--- config.mk ---
export PLATFORM = sky130hd
export DESIGN_NAME = anti_theft_ctrl_flat
export DESIGN_NICKNAME = d
export VERILOG_FILES = /design/src/rtl/anti_theft_pkg.sv /design/src/rtl/anti_theft_ctrl_if.sv /design/src/rtl/tick_countdown.sv /design/src/rtl/anti_theft_ctrl.sv /design/src/flat_wrapper.sv
export SDC_FILE = /design/constraint.sdc
export NUM_CORES = 1
export LEC_CHECK = 0
export ABC_AREA = 1
export BUFFER_PORTS_ARGS = -buffer_cell sky130_fd_sc_hd__buf_4
export CORE_AREA = 2 2 53 92
export CTS_BUF_LIST = sky130_fd_sc_hd__clkbuf_8
export DETAILED_ROUTE_END_ITERATION = 8
export DIE_AREA = 0 0 55 94
export PLACE_DENSITY = 0.69
export SYNTH_ARGS = -nofsm -noshare
export SYNTH_HDL_FRONTEND = slang
export SYNTH_HIERARCHICAL = 1
export SYNTH_SLANG_ARGS = --single-unit
--- constraint.sdc ---
create_clock -name clock -period 3.2 [get_ports clock]
set_input_delay 0.48 -clock clock [delete_from_list [all_inputs] [get_ports clock]]
set_output_delay 0.48 -clock clock [all_outputs]
set_load 0.01 [all_outputs]
--- src/rtl/anti_theft_pkg.sv ---
// Shared types for the anti-theft controller: state encodings, programming
// register selectors and the alarm-event counter width.
package anti_theft_pkg;

    typedef enum logic [2:0] {
        ST_ARMED      = 3'd0,
        ST_TRIGGERED  = 3'd1,
        ST_ALARM      = 3'd2,
        ST_DISARMED   = 3'd3,
        ST_WAIT_OPEN  = 3'd4,
        ST_WAIT_CLOSE = 3'd5,
        ST_WAIT_ARM   = 3'd6
    } state_e;

    typedef enum logic [1:0] {
        SEL_ARM = 2'd0,
        SEL_DRV = 2'd1,
        SEL_PAS = 2'd2,
        SEL_ALM = 2'd3
    } prog_sel_e;

    localparam int ALARM_CNT_W = 8;

    // States that run the countdown timer; all others hold it at zero.
    function automatic logic is_timed(input state_e s);
        return (s == ST_TRIGGERED) || (s == ST_ALARM) || (s == ST_WAIT_ARM);
    endfunction

endpackage

--- src/rtl/anti_theft_ctrl_if.sv ---
// Interval-register programming port of the anti-theft controller.
interface anti_theft_ctrl_if #(
    parameter int CNT_W = 4
);
    logic                     prog_we;
    anti_theft_pkg::prog_sel_e prog_sel;
    logic [CNT_W-1:0]         prog_val;

    modport master (output prog_we, prog_sel, prog_val);
    modport slave  (input  prog_we, prog_sel, prog_val);
endinterface

--- src/rtl/tick_countdown.sv ---
// Tick-driven down counter: a load wins over a tick, and the count stops at
// zero, which is reported as expired.
module tick_countdown #(
    parameter int CNT_W = 4
) (
    input  logic             clock,
    input  logic             reset,
    input  logic             tick,
    input  logic             load,
    input  logic [CNT_W-1:0] load_val,
    output logic [CNT_W-1:0] count,
    output logic             expired
);

    logic [CNT_W-1:0] count_q;
    logic [CNT_W-1:0] count_d;

    always_comb begin
        // NOTE: default first so every path assigns count_d and no latch is inferred.
        count_d = count_q;
        if (load) begin
            count_d = load_val;
        end else if (tick && (count_q != '0)) begin
            count_d = count_q - CNT_W'(1);
        end
    end

    // NOTE: non-blocking assignments for all flops so every register samples pre-edge values.
    always_ff @(posedge clock or posedge reset) begin
        if (reset) begin
            count_q <= '0;
        end else begin
            count_q <= count_d;
        end
    end

    assign count   = count_q;
    assign expired = (count_q == '0);

endmodule

--- src/rtl/anti_theft_ctrl.sv ---
// Anti-theft controller: door/ignition supervised arming FSM with an internal
// countdown, programmable delays, bounded siren retrigger and event counter.
module anti_theft_ctrl
    import anti_theft_pkg::*;
#(
    parameter int NUM_DOORS  = 4,
    parameter int CNT_W      = 4,
    parameter int T_ARM_DEF  = 6,
    parameter int T_DRV_DEF  = 8,
    parameter int T_PAS_DEF  = 15,
    parameter int T_ALM_DEF  = 10,
    parameter int BLINK_PER  = 3,
    parameter int MAX_RETRIG = 2
) (
    input  logic                   clock,
    input  logic                   reset,
    input  logic                   tick,
    input  logic                   ignition,
    input  logic [NUM_DOORS-1:0]   door_open,
    anti_theft_ctrl_if.slave       prog,
    output logic                   status,
    output logic                   siren,
    output logic [2:0]             state,
    output logic [CNT_W-1:0]       time_left,
    output logic [ALARM_CNT_W-1:0] alarm_count
);

    localparam int BL_W = (BLINK_PER > 1) ? $clog2(BLINK_PER) : 1;
    localparam int RT_W = (MAX_RETRIG > 0) ? $clog2(MAX_RETRIG + 1) : 1;

    state_e                 state_q, state_d;
    logic [CNT_W-1:0]       intv_q [4];
    logic [CNT_W-1:0]       intv_d [4];
    logic [BL_W-1:0]        blink_q, blink_d;
    logic [RT_W-1:0]        retrig_q, retrig_d;
    logic [ALARM_CNT_W-1:0] alarm_cnt_q, alarm_cnt_d;
    logic                   siren_q, siren_d;
    logic                   status_q, status_d;

    logic                   timer_load;
    logic [CNT_W-1:0]       timer_val;
    logic [CNT_W-1:0]       timer_count;
    logic                   expired;
    logic                   any_door;
    logic                   drv_only;

    assign any_door = |door_open;
    assign drv_only = (door_open == NUM_DOORS'(1));

    tick_countdown #(.CNT_W(CNT_W)) u_timer (
        .clock    (clock),
        .reset    (reset),
        .tick     (tick),
        .load     (timer_load),
        .load_val (timer_val),
        .count    (timer_count),
        .expired  (expired)
    );

    always_comb begin
        state_d     = state_q;
        intv_d      = intv_q;
        retrig_d    = retrig_q;
        alarm_cnt_d = alarm_cnt_q;
        timer_load  = 1'b0;
        timer_val   = '0;

        if (prog.prog_we) begin
            intv_d[prog.prog_sel] = prog.prog_val;
            state_d               = ST_ARMED;
        end else begin
            case (state_q)
                ST_ARMED: begin
                    if (any_door) begin
                        state_d    = ST_TRIGGERED;
                        timer_load = 1'b1;
                        timer_val  = drv_only ? intv_q[SEL_DRV] : intv_q[SEL_PAS];
                    end else if (ignition) begin
                        state_d = ST_DISARMED;
                    end
                end
                ST_TRIGGERED: begin
                    if (ignition) begin
                        state_d = ST_DISARMED;
                    end else if (expired) begin
                        state_d    = ST_ALARM;
                        timer_load = 1'b1;
                        timer_val  = intv_q[SEL_ALM];
                        if (alarm_cnt_q != '1) begin
                            alarm_cnt_d = alarm_cnt_q + ALARM_CNT_W'(1);
                        end
                    end
                end
                ST_ALARM: begin
                    if (ignition) begin
                        state_d = ST_DISARMED;
                    end else if (expired) begin
                        if (any_door && (retrig_q < RT_W'(MAX_RETRIG))) begin
                            timer_load = 1'b1;
                            timer_val  = intv_q[SEL_ALM];
                            retrig_d   = retrig_q + RT_W'(1);
                        end else begin
                            state_d = ST_ARMED;
                        end
                    end
                end
                ST_DISARMED: begin
                    if (!ignition) state_d = ST_WAIT_OPEN;
                end
                ST_WAIT_OPEN: begin
                    if (ignition) begin
                        state_d = ST_DISARMED;
                    end else if (door_open[0]) begin
                        state_d = ST_WAIT_CLOSE;
                    end
                end
                ST_WAIT_CLOSE: begin
                    if (!door_open[0]) begin
                        state_d    = ST_WAIT_ARM;
                        timer_load = 1'b1;
                        timer_val  = intv_q[SEL_ARM];
                    end
                end
                ST_WAIT_ARM: begin
                    if (ignition) begin
                        state_d = ST_DISARMED;
                    end else if (door_open[0]) begin
                        state_d = ST_WAIT_CLOSE;
                    end else if (expired) begin
                        state_d = ST_ARMED;
                    end
                end
                default: state_d = ST_ARMED;
            endcase
        end

        // Untimed states keep the visible countdown parked at zero.
        if (!is_timed(state_d)) begin
            timer_load = 1'b1;
            timer_val  = '0;
        end

        if ((state_d != ST_ALARM) || (state_q != ST_ALARM)) begin
            retrig_d = '0;
        end

        blink_d = '0;
        if ((state_d == ST_ARMED) && (state_q == ST_ARMED)) begin
            blink_d = blink_q;
            if (tick) begin
                blink_d = (blink_q == BL_W'(BLINK_PER - 1)) ? '0 : blink_q + BL_W'(1);
            end
        end

        siren_d = (state_d == ST_ALARM);
        if (state_d == ST_ARMED) begin
            status_d = (blink_d != '0);
        end else begin
            status_d = (state_d == ST_TRIGGERED) || (state_d == ST_ALARM);
        end
    end

    always_ff @(posedge clock or posedge reset) begin
        if (reset) begin
            state_q          <= ST_ARMED;
            // NOTE: the interval file is tiny configuration state, so unlike a RAM it is reset to its defaults.
            intv_q[SEL_ARM]  <= CNT_W'(T_ARM_DEF);
            intv_q[SEL_DRV]  <= CNT_W'(T_DRV_DEF);
            intv_q[SEL_PAS]  <= CNT_W'(T_PAS_DEF);
            intv_q[SEL_ALM]  <= CNT_W'(T_ALM_DEF);
            blink_q          <= '0;
            retrig_q         <= '0;
            alarm_cnt_q      <= '0;
            siren_q          <= 1'b0;
            status_q         <= 1'b0;
        end else begin
            state_q          <= state_d;
            intv_q           <= intv_d;
            blink_q          <= blink_d;
            retrig_q         <= retrig_d;
            alarm_cnt_q      <= alarm_cnt_d;
            siren_q          <= siren_d;
            status_q         <= status_d;
        end
    end

    assign state       = state_q;
    assign time_left   = timer_count;
    assign alarm_count = alarm_cnt_q;
    assign siren       = siren_q;
    assign status      = status_q;

endmodule

--- src/flat_wrapper.sv ---
// flat-port wrapper written by rule: the top's interface ports become plain ports
module anti_theft_ctrl_flat import anti_theft_pkg::*;
#(
    parameter int NUM_DOORS  = 4,
    parameter int CNT_W      = 4,
    parameter int T_ARM_DEF  = 6,
    parameter int T_DRV_DEF  = 8,
    parameter int T_PAS_DEF  = 15,
    parameter int T_ALM_DEF  = 10,
    parameter int BLINK_PER  = 3,
    parameter int MAX_RETRIG = 2
)
  (clock, reset, tick, ignition, door_open, status, siren, state, time_left, alarm_count, prog_prog_we, prog_prog_sel, prog_prog_val);
  anti_theft_ctrl_if #(.CNT_W(CNT_W)) prog_i ();
  input  logic clock;
  input  logic reset;
  input  logic tick;
  input  logic ignition;
  input  logic [NUM_DOORS-1:0] door_open;
  output logic status;
  output logic siren;
  output logic [2:0] state;
  output logic [CNT_W-1:0] time_left;
  output logic [ALARM_CNT_W-1:0] alarm_count;
  input wire logic [$bits(prog_i.prog_we)-1:0] prog_prog_we;
  input wire logic [$bits(prog_i.prog_sel)-1:0] prog_prog_sel;
  input wire logic [$bits(prog_i.prog_val)-1:0] prog_prog_val;
  assign prog_i.prog_we = prog_prog_we;
  assign prog_i.prog_sel = prog_prog_sel;
  assign prog_i.prog_val = prog_prog_val;
  anti_theft_ctrl #(.NUM_DOORS(NUM_DOORS), .CNT_W(CNT_W), .T_ARM_DEF(T_ARM_DEF), .T_DRV_DEF(T_DRV_DEF), .T_PAS_DEF(T_PAS_DEF), .T_ALM_DEF(T_ALM_DEF), .BLINK_PER(BLINK_PER), .MAX_RETRIG(MAX_RETRIG)) u_core (.clock(clock), .reset(reset), .tick(tick), .ignition(ignition), .door_open(door_open), .prog(prog_i), .status(status), .siren(siren), .state(state), .time_left(time_left), .alarm_count(alarm_count));
endmodule
==> out/summary.json, run 1 <==
{
  "outcome": "finished clean",
  "antenna_violating_nets_post_route": 0,
  "yosys_register_bits": 37,
  "timing.critical_path.fanout_max": 8,
  "timing.final.max_slew_violations": 0,
  "tritoncts_buffer_count": 5,
  "cp_data_arrival_time_ps": 2580,
  "cts_resized": 0,
  "area_growth_syn_to_layout_pct": 16.4,
  "power.share.combinational": 0.372,
  "wl_per_cell_um": 12.5,
  "syn-num-nets": 295,
  "via_count_of_the_first_global_routing_pass": 1777,
  "timing.critical_path.to_type": "flop",
  "track_usage": 0.205,
  "synth-seq-area-share": 0.439,
  "synth_unique_cells": 31,
  "post-route-drc-count": 0,
  "hold_viol_final": 0,
  "max_freq_ghz": 0.418,
  "synth_top_area_frac": 0.328,
  "cell_types_occupying_the_most_area_after_synthesis": "sky130_fd_sc_hd__dfrtp_1 (33%), sky130_fd_sc_hd__nand2_1 (14%), sky130_fd_sc_hd__dfstp_2 (11%)",
  "ys_warn_count": 6,
  "insertedDiodeCount": 0,
  "grt-ovfl-total": 0,
  "clk_pin_slew_worst_paths_ps": 70,
  "cts_hold_buf": 0,
  "worst_setup_path_startpoint": "u_core/u_timer/count[0]$_DFFE_PP0P_",
  "drtPass1Iterations": 4,
  "setup_tns_ps": 0,
  "timing_worst_slew_pin_value_ps": 508,
  "globalplace.congestion": 0.860,
  "final-setup-viol-count": 0,
  "clkLatencyLatePin_ps": 290,
  "vdd_ir_drop_max_v": 0.000412,
  "power.switching_w": 0.000595,
  "die_h_um": 94,
  "starting_density": 0.485,
  "area_of_the_core_mm2": 0.00440,
  "power.total_w": 0.00154,
  "maxcap_violations": 0,
  "cell_internal_power_w": 0.000942,
  "final_min_period_over_clock_period": 0.748,
  "swShare": 0.387,
  "final_layout_size_suffix_gt1_frac": 0.225,
  "min-delay-path-class": "input port to asynchronous set/reset pin",
  "num-nets-final": 331,
  "worst_r2r_startpoint": "u_core/u_timer/count[0]$_DFFE_PP0P_",
  "final.setup_skew_ps": 4.34,
  "period_minus_slack_ps": 2390,
  "ys_async_sr_fraction": 1.00,
  "p_leak_nw": 1.32,
  "post-route-cell-area_mm2": 0.00249,
  "worst_ep_required_time_ps": 3390,
  "maximum_number_of_buffers_from_clock_root_to_sink": 2,
  "mappedNetlistArea_mm2": 0.00214,
  "path_type_of_the_worst_setup_path": "flop to flop",
  "tritoncts_clock_tree": "yes",
  "sequential_power_share": 0.429,
  "cts_setup_buffers": 0,
  "postSynth.topFlopCell": "sky130_fd_sc_hd__dfrtp_1",
  "pwr_density_mw_per_mm2": 618,
  "rr_endpoint": "u_core/u_timer/count[3]$_DFFE_PP0P_",
  "clk_root_buffer_cell": "sky130_fd_sc_hd__clkbuf_8",
  "die_w_um": 55,
  "number_of_input_and_output_port_buffers_inserted": 31,
  "detailed_place.area_mm2": 0.00240,
  "grt_first_pass_wirelength_mm": 7.69,
  "final_util": 0.565,
  "antenna_found_initial": 0,
  "maxSlewHeadroom": 0.659,
  "r2r_cells": 19,
  "dominant_cell_by_count_in_the_synthesized_netlist": "sky130_fd_sc_hd__nand2_1",
  "detail_route.vias_per_cell": 5.08,
  "drt_wl_total_mm": 4.56,
  "critical_path.startpoint_type": "flop",
  "r2r_slack_ps": 810,
  "clkPwrFrac": 0.199,
  "ioPinCount": 32,
  "dr_total_vias": 1860,
  "filler_cell_count": 447,
  "pin_count_of_the_biggest_net_entering_global_routing": 34,
  "synth_largest_area_cell": "sky130_fd_sc_hd__dfrtp_1",
  "rows": 32,
  "synth-edff-count": 0,
  "synthesis.instances": 278,
  "drc_violation_total_after_the_first_tritonroute_iteration": 36,
  "design.die.area_mm2": 0.00517,
  "yosys-top-cells-count": "sky130_fd_sc_hd__nand2_1 (78), sky130_fd_sc_hd__inv_1 (35), sky130_fd_sc_hd__dfrtp_1 (28), sky130_fd_sc_hd__o21ai_0 (25), sky130_fd_sc_hd__nor2_1 (23)",
  "cts_sinks": 37,
  "cp-endpoint": "u_core/u_timer/count[3]$_DFFE_PP0P_",
  "grt_setup_unrepaired": "no",
  "post-dp-hpwl_mm": 3.52,
  "synthesis.area_per_instance_um2": 7.69,
  "cts_max_level": 2
}
-- final cells by class --
cell class	count	area, um2	share of cell area
clock inverters	3	13.8	0.00553
multi-input cells	196	998	0.401
clock buffers	5	68.8	0.0277
flip-flops and latches	37	937	0.377
well taps	51	63.8	0.0257
repair buffers	32	240	0.0966
inverters	42	165	0.0664
-- power by group through the flow --
stage               logic, W  clock network (W)  registers [W]
CTS                 0.000576           0.000321       0.000661
detailed placement  0.000574                  0       0.000669
global placement    0.000563                  0       0.000666
global route        0.000654           0.000341       0.000674
floorplan           0.000405                  0       0.000657
finish              0.000572           0.000306       0.000659
-- worst max-delay path: stages, from the launching register on --
cell	delay, ps
sky130_fd_sc_hd__dfrtp_1	410
sky130_fd_sc_hd__inv_1	110
sky130_fd_sc_hd__ha_1	210
sky130_fd_sc_hd__nand2_2	90
sky130_fd_sc_hd__inv_1	100
sky130_fd_sc_hd__inv_1	60
sky130_fd_sc_hd__o21ai_0	140
sky130_fd_sc_hd__nand2_1	60
sky130_fd_sc_hd__nand2_1	60
sky130_fd_sc_hd__nand2_1	60
sky130_fd_sc_hd__nand3_1	80
sky130_fd_sc_hd__inv_1	70
sky130_fd_sc_hd__nand2_1	80
sky130_fd_sc_hd__o21ai_1	80
sky130_fd_sc_hd__o21ai_1	290
sky130_fd_sc_hd__inv_2	140
sky130_fd_sc_hd__nand3b_1	110
sky130_fd_sc_hd__nand2_1	50
sky130_fd_sc_hd__clkinv_1	40
sky130_fd_sc_hd__nand2_1	40
-- cells by family after synthesis --
group	Yosys count	share of synthesized area
and+or+nand+nor	148	0.320
buffers and inverters	45	0.0943
AOI/OAI and AO/OA	38	0.103
DFF	37	0.439
xor gates and xnor gates	8	0.0328
adders and majority gates	2	0.0117
-- registers in the layout, indices dropped and copies added (netlist names) --
signal,flops
u_core/u_timer/count,4
u_core/alarm_count,8
u_core/state,3
u_core/status,1
u_core/siren,1
u_core/retrig_q,2
u_core/blink_q,2
u_core/intv_q,16
-- routing by layer --
metal | up-vias | share of wire | track usage
li1 | 957 | - | -
met1 | 852 | 0.40 | 0.226
met2 | 40 | 0.54 | 0.355
met3 | 11 | 0.036 | 0.0366
met4 | 0 | 0.027 | 0.104
met5 | - | 0 | 0
-- worst min-delay path by stage --
stage | cells past startpoint | startpoint | slack, ps | endpoint
global placement | 2 | reset | 390 | u_core/u_timer/count[2]$_DFFE_PP0P_
floorplan | 1 | reset | 250 | u_core/u_timer/count[0]$_DFFE_PP0P_
detailed placement | 2 | reset | 390 | u_core/u_timer/count[2]$_DFFE_PP0P_
CTS | 2 | reset | 80 | u_core/u_timer/count[2]$_DFFE_PP0P_
finish | 2 | reset | 80 | u_core/u_timer/count[2]$_DFFE_PP0P_
global route | 2 | reset | 80 | u_core/u_timer/count[2]$_DFFE_PP0P_
-- through the flow --
step                      hold WS (ps)  setup WS, ps  std cells
after detailed placement           395           802        358
final                             82.5           807        366
after floorplan                    246          1020        278
after global routing              79.9           471        366
after global placement             390           853        358
after CTS                         81.3           787        366
-- cell usage in the layout (no fill, tap or decap), types with 4 or more instances in the layout --
master	instances
sky130_fd_sc_hd__xor2_1	5
sky130_fd_sc_hd__inv_2	4
sky130_fd_sc_hd__o21ai_0	25
sky130_fd_sc_hd__dfstp_2	9
sky130_fd_sc_hd__a31oi_1	5
sky130_fd_sc_hd__nand2_2	7
sky130_fd_sc_hd__nand4_1	4
sky130_fd_sc_hd__nor2_1	23
sky130_fd_sc_hd__buf_4	32
sky130_fd_sc_hd__nand3_1	21
sky130_fd_sc_hd__dfrtp_1	28
sky130_fd_sc_hd__nand2_1	78
sky130_fd_sc_hd__clkbuf_8	5
sky130_fd_sc_hd__inv_1	36
No activity file was read; power rests on OpenSTA's default activity.
==> run 2: changes to the inputs <==
--- a/config.mk
+++ b/config.mk
@@ -5,12 +5,12 @@
 export SDC_FILE = /design/constraint.sdc
 export NUM_CORES = 1
 export LEC_CHECK = 0
-export ABC_AREA = 1
+export ABC_AREA = 0
 export BUFFER_PORTS_ARGS = -buffer_cell sky130_fd_sc_hd__buf_4
-export CORE_AREA = 2 2 53 92
+export CORE_AREA = 2 2 52 90
 export CTS_BUF_LIST = sky130_fd_sc_hd__clkbuf_8
 export DETAILED_ROUTE_END_ITERATION = 8
-export DIE_AREA = 0 0 55 94
+export DIE_AREA = 0 0 54 92
 export PLACE_DENSITY = 0.69
 export SYNTH_ARGS = -nofsm -noshare
 export SYNTH_HDL_FRONTEND = slang
==> constraint.sdc (replaced) <==
create_clock -name clock -period 2.3 [get_ports clock]
set_input_delay 0.345 -clock clock [delete_from_list [all_inputs] [get_ports clock]]
set_output_delay 0.345 -clock clock [all_outputs]
set_load 0.01 [all_outputs]
==> out/summary.json, run 2 <==
{
  "p_leak": {"value": 1.28, "unit": "nW", "change": "-2.8%"},
  "outcome": "complete, but fails checks",
  "track_usage": {"value": 0.250, "change": "+0.0452"},
  "num-nets-final": {"value": 278, "change": "-16%"},
  "synth-seq-area-share": {"value": 0.458, "change": "+0.0199"},
  "timing_worst_slew_pin_value": {"value": 652, "unit": "ps", "change": "+144 ps"},
  "antenna_found_initial": {"value": 0, "change": "unchanged"},
  "starting_density": {"value": 0.473, "change": "-0.0124"},
  "final_cell_count_no_fill": {"value": 313, "change": "-14%"},
  "violated_checks": "negative setup slack",
  "maxSlewHeadroom": {"value": 0.565, "change": "-0.0946"},
  "grt_first_pass_wirelength": {"value": 9.07, "unit": "mm", "change": "+18%"},
  "final_layout_size_suffix_gt1_frac": {"value": 0.546, "change": "+0.320"},
  "path_type_of_the_worst_setup_path": "flop to flop",
  "timing.critical_path.to_type": "flop",
  "synth_unique_cells": {"value": 53, "change": "+71%"},
  "clk_pin_slew_worst_paths": {"value": 80, "unit": "ps", "change": "about the same"},
  "ioPinCount": {"value": 32, "change": "unchanged"},
  "area_of_the_core": {"value": 0.00432, "unit": "mm2", "change": "-1.8%"},
  "yosys_register_bits": {"value": 37, "change": "unchanged"},
  "ys_async_sr_fraction": {"value": 1.00, "change": "unchanged"},
  "drc_violation_total_after_the_first_tritonroute_iteration": {"value": 43, "change": "+19%"},
  "final.setup_skew": {"value": 5.87, "unit": "ps", "change": "+1.53 ps"},
  "via_count_of_the_first_global_routing_pass": {"value": 1947, "change": "+9.6%"},
  "ys_warn_count": {"value": 6, "change": "unchanged"},
  "post-dp-hpwl": {"value": 4.22, "unit": "mm", "change": "+20%"},
  "timing.critical_path.fanout_max": {"value": 6, "change": "-2"},
  "cpLargestDelayFamily": "simple AND/OR/NAND/NOR gates",
  "critical_path.startpoint_type": "flop",
  "cts_sinks": {"value": 37, "change": "unchanged"},
  "max_freq": {"value": 0.374, "unit": "GHz", "change": "-10%"},
  "drtPass1Iterations": {"value": 4, "change": "unchanged"},
  "rows": {"value": 32, "change": "unchanged"},
  "area_growth_syn_to_layout_pct": 41.6,
  "clk_root_buffer_cell": "sky130_fd_sc_hd__clkbuf_8",
  "worst_ep_required_time": {"value": 2480, "unit": "ps", "change": "-910 ps"},
  "hold_viol_final": {"value": 0, "change": "unchanged"},
  "mappedNetlistArea": {"value": 0.00204, "unit": "mm2", "change": "-4.3%"},
  "maximum_number_of_buffers_from_clock_root_to_sink": {"value": 2, "change": "unchanged"},
  "worst_path_cell_chain": "inv_2, ha_4, or3b_4, inv_4, or3b_4, a21oi_2, a221o_1, or4b_4, o2bb2ai_4, a221o_1",
  "largest_register": "u_core/intv_q",
  "vdd_ir_drop_max": {"value": 0.000617, "unit": "V", "change": "+50%"},
  "maxcap_violations": {"value": 0, "change": "unchanged"},
  "post-route-cell-area": {"value": 0.00290, "unit": "mm2", "change": "+16%"},
  "critical_path_buf_inv_count": {"value": 2, "change": "-4"},
  "timing.final.max_slew_violations": {"value": 0, "change": "unchanged"},
  "setup_ws": {"value": -371, "unit": "ps", "change": "-1180 ps"},
  "detailed_place.area": {"value": 0.00263, "unit": "mm2", "change": "+9.3%"},
  "synth_top_area_frac": {"value": 0.343, "change": "+0.0148"},
  "antenna_violating_nets_post_route": {"value": 0, "change": "unchanged"},
  "dr_total_vias": {"value": 1780, "change": "-4.3%"},
  "most-common-layout-cells": "sky130_fd_sc_hd__buf_4 (75), sky130_fd_sc_hd__dfrtp_1 (28), sky130_fd_sc_hd__mux2_2 (22)",
  "grt_setup_unrepaired": "yes",
  "insertedDiodeCount": {"value": 0, "change": "unchanged"},
  "die_h": {"value": 92, "unit": "um", "change": "-2.1%"},
  "whs": {"value": 313, "unit": "ps", "change": "+231 ps"},
  "tritoncts_clock_tree": "yes",
  "detail_route.vias_per_cell": {"value": 5.69, "change": "+12%"},
  "synthesis.instances": {"value": 183, "change": "-34%"},
  "die_w": {"value": 54, "unit": "um", "change": "-1.8%"},
  "tritoncts_buffer_count": {"value": 5, "change": "unchanged"},
  "drt_wl_total": {"value": 5.48, "unit": "mm", "change": "+20%"},
  "syn-num-nets": {"value": 200, "change": "-32%"},
  "yosys-top-cells-count": "sky130_fd_sc_hd__dfrtp_1 (28), sky130_fd_sc_hd__mux2_2 (22), sky130_fd_sc_hd__nor2_1 (14), sky130_fd_sc_hd__dfstp_2 (9)",
  "period_minus_slack": {"value": 2670, "unit": "ps", "change": "+278 ps"},
  "globalplace.congestion": {"value": 0.893, "change": "+3.8%"},
  "crit_slowest_cell": "sky130_fd_sc_hd__or4b_4",
  "final_min_period_over_clock_period": {"value": 1.16, "change": "+0.413"},
  "most_frequent_standard_cell_in_the_layout_excluding_fill_and_tap_cells": "sky130_fd_sc_hd__buf_4",
  "number_of_input_and_output_port_buffers_inserted": {"value": 31, "change": "unchanged"},
  "flip_flop_count_of_the_largest_register_all_copies_and_words_added": {"value": 16, "change": "unchanged"},
  "postSynth.topFlopCell": "sky130_fd_sc_hd__dfrtp_1",
  "power.total": {"value": 0.00274, "unit": "W", "change": "+78%"},
  "design.die.area": {"value": 0.00497, "unit": "mm2", "change": "-3.9%"},
  "setup_tns": {"value": -1600, "unit": "ps", "change": "-1600 ps"},
  "post-route-drc-count": {"value": 0, "change": "unchanged"},
  "cell_types_occupying_the_most_area_after_synthesis": "sky130_fd_sc_hd__dfrtp_1 (34%), sky130_fd_sc_hd__mux2_2 (12%), sky130_fd_sc_hd__dfstp_2 (12%)",
  "pwr_density": {"value": 945, "unit": "mW/mm2", "change": "+53%"},
  "pin_count_of_the_biggest_net_entering_global_routing": {"value": 34, "change": "unchanged"},
  "synth_largest_area_cell": "sky130_fd_sc_hd__dfrtp_1",
  "min-delay-path-class": "input port to flop",
  "synthesis.area_per_instance": {"value": 11.2, "unit": "um2", "change": "+45%"},
  "cts_max_level": {"value": 2, "change": "unchanged"},
  "synth-edff-count": {"value": 0, "change": "unchanged"},
  "numPlacedInstances": {"value": 299, "change": "-16%"},
  "cp_data_arrival_time": {"value": 2850, "unit": "ps", "change": "+270 ps"},
  "grt-ovfl-total": {"value": 0, "change": "unchanged"},
  "wl_per_cell": {"value": 17.5, "unit": "um", "change": "+41%"},
  "filler_cell_count": {"value": 335, "change": "-25%"},
  "final-setup-viol-count": {"value": 10, "change": "+10"},
  "clkLatencyLatePin": {"value": 290, "unit": "ps", "change": "about the same"},
  "dominant_cell_by_count_in_the_synthesized_netlist": "sky130_fd_sc_hd__dfrtp_1",
  "slowest_delay": {"value": 510, "unit": "ps", "change": "+100 ps"}
}
run 2: final timing paths:
check	cells past startpoint	start	slack [ps]	end
setup reg to reg	10	u_core/u_timer/count[0]$_DFFE_PP0P_	-370	u_core/u_timer/count[3]$_DFFE_PP0P_
min in group asynchronous	3	reset	500	u_core/u_timer/count[2]$_DFFE_PP0P_
hold reg to reg	1	u_core/intv_q[12]$_DFFE_PP0P_	520	u_core/intv_q[12]$_DFFE_PP0P_
setup / recovery	10	u_core/u_timer/count[0]$_DFFE_PP0P_	-370	u_core/u_timer/count[3]$_DFFE_PP0P_
hold / removal	2	prog_prog_val[3]	310	u_core/intv_q[15]$_DFFE_PP0P_
max in group asynchronous	4	reset	1260	u_core/intv_q[14]$_DFFE_PP1P_
run 2: cells by family after synthesis:
family / synth area share
compound gates: 0.145
flops: 0.458
buf+inv: 0.0324
fa+ha+maj: 0.0122
simple gates: 0.192
xor+xnor: 0.0343
mux: 0.126
run 2: timing repair:
action / in CTS / in global routing
resized for setup: 16 / 8
buffers inserted: 4 / 1
hold buffers: 1 / 0
endpoints found under the setup margin: 9 / 16
endpoints found under the hold margin: 4 / 0
pin swaps: 2 / 4
run 2: through the flow:
step / setup WS [ps] / utilization
2_1_floorplan: -534 / -
3_3_place_gp: -361 / 0.608
3_5_place_dp: -459 / 0.608
4_1_cts: -368 / 0.663
5_1_grt: -449 / 0.670
6_report: -371 / 0.670
run 2: cell type report:
cell class	instances	area, um2	share of cell area
multi-input combinational	131	1170	0.404
sequential	37	937	0.324
timing repair buffer	78	596	0.206
clock buffer	6	82.6	0.0285
tap	51	63.8	0.0220
inverter	8	32.5	0.0112
clock inverter	2	13.8	0.00475
run 2: routing by layer:
metal	share of wire	vias to the layer above	routed length, um	GRT usage
li1	-	842	-	-
met1	0.35	863	1910	0.284
met2	0.58	59	3190	0.437
met3	0.042	16	232	0.0440
met4	0.025	0	139	0.106
met5	0	-	0	0
run 2: where the power goes:
part / leakage [nW] / total, W / switching (W) / internal [W]
logic: 0.773 / 0.00133 / 0.000611 / 0.000719
clock network: 0.0512 / 0.000475 / 0.000232 / 0.000243
registers: 0.458 / 0.000932 / 0.000127 / 0.000805
total: 1.28 / 0.00274 / 0.000970 / 0.00177
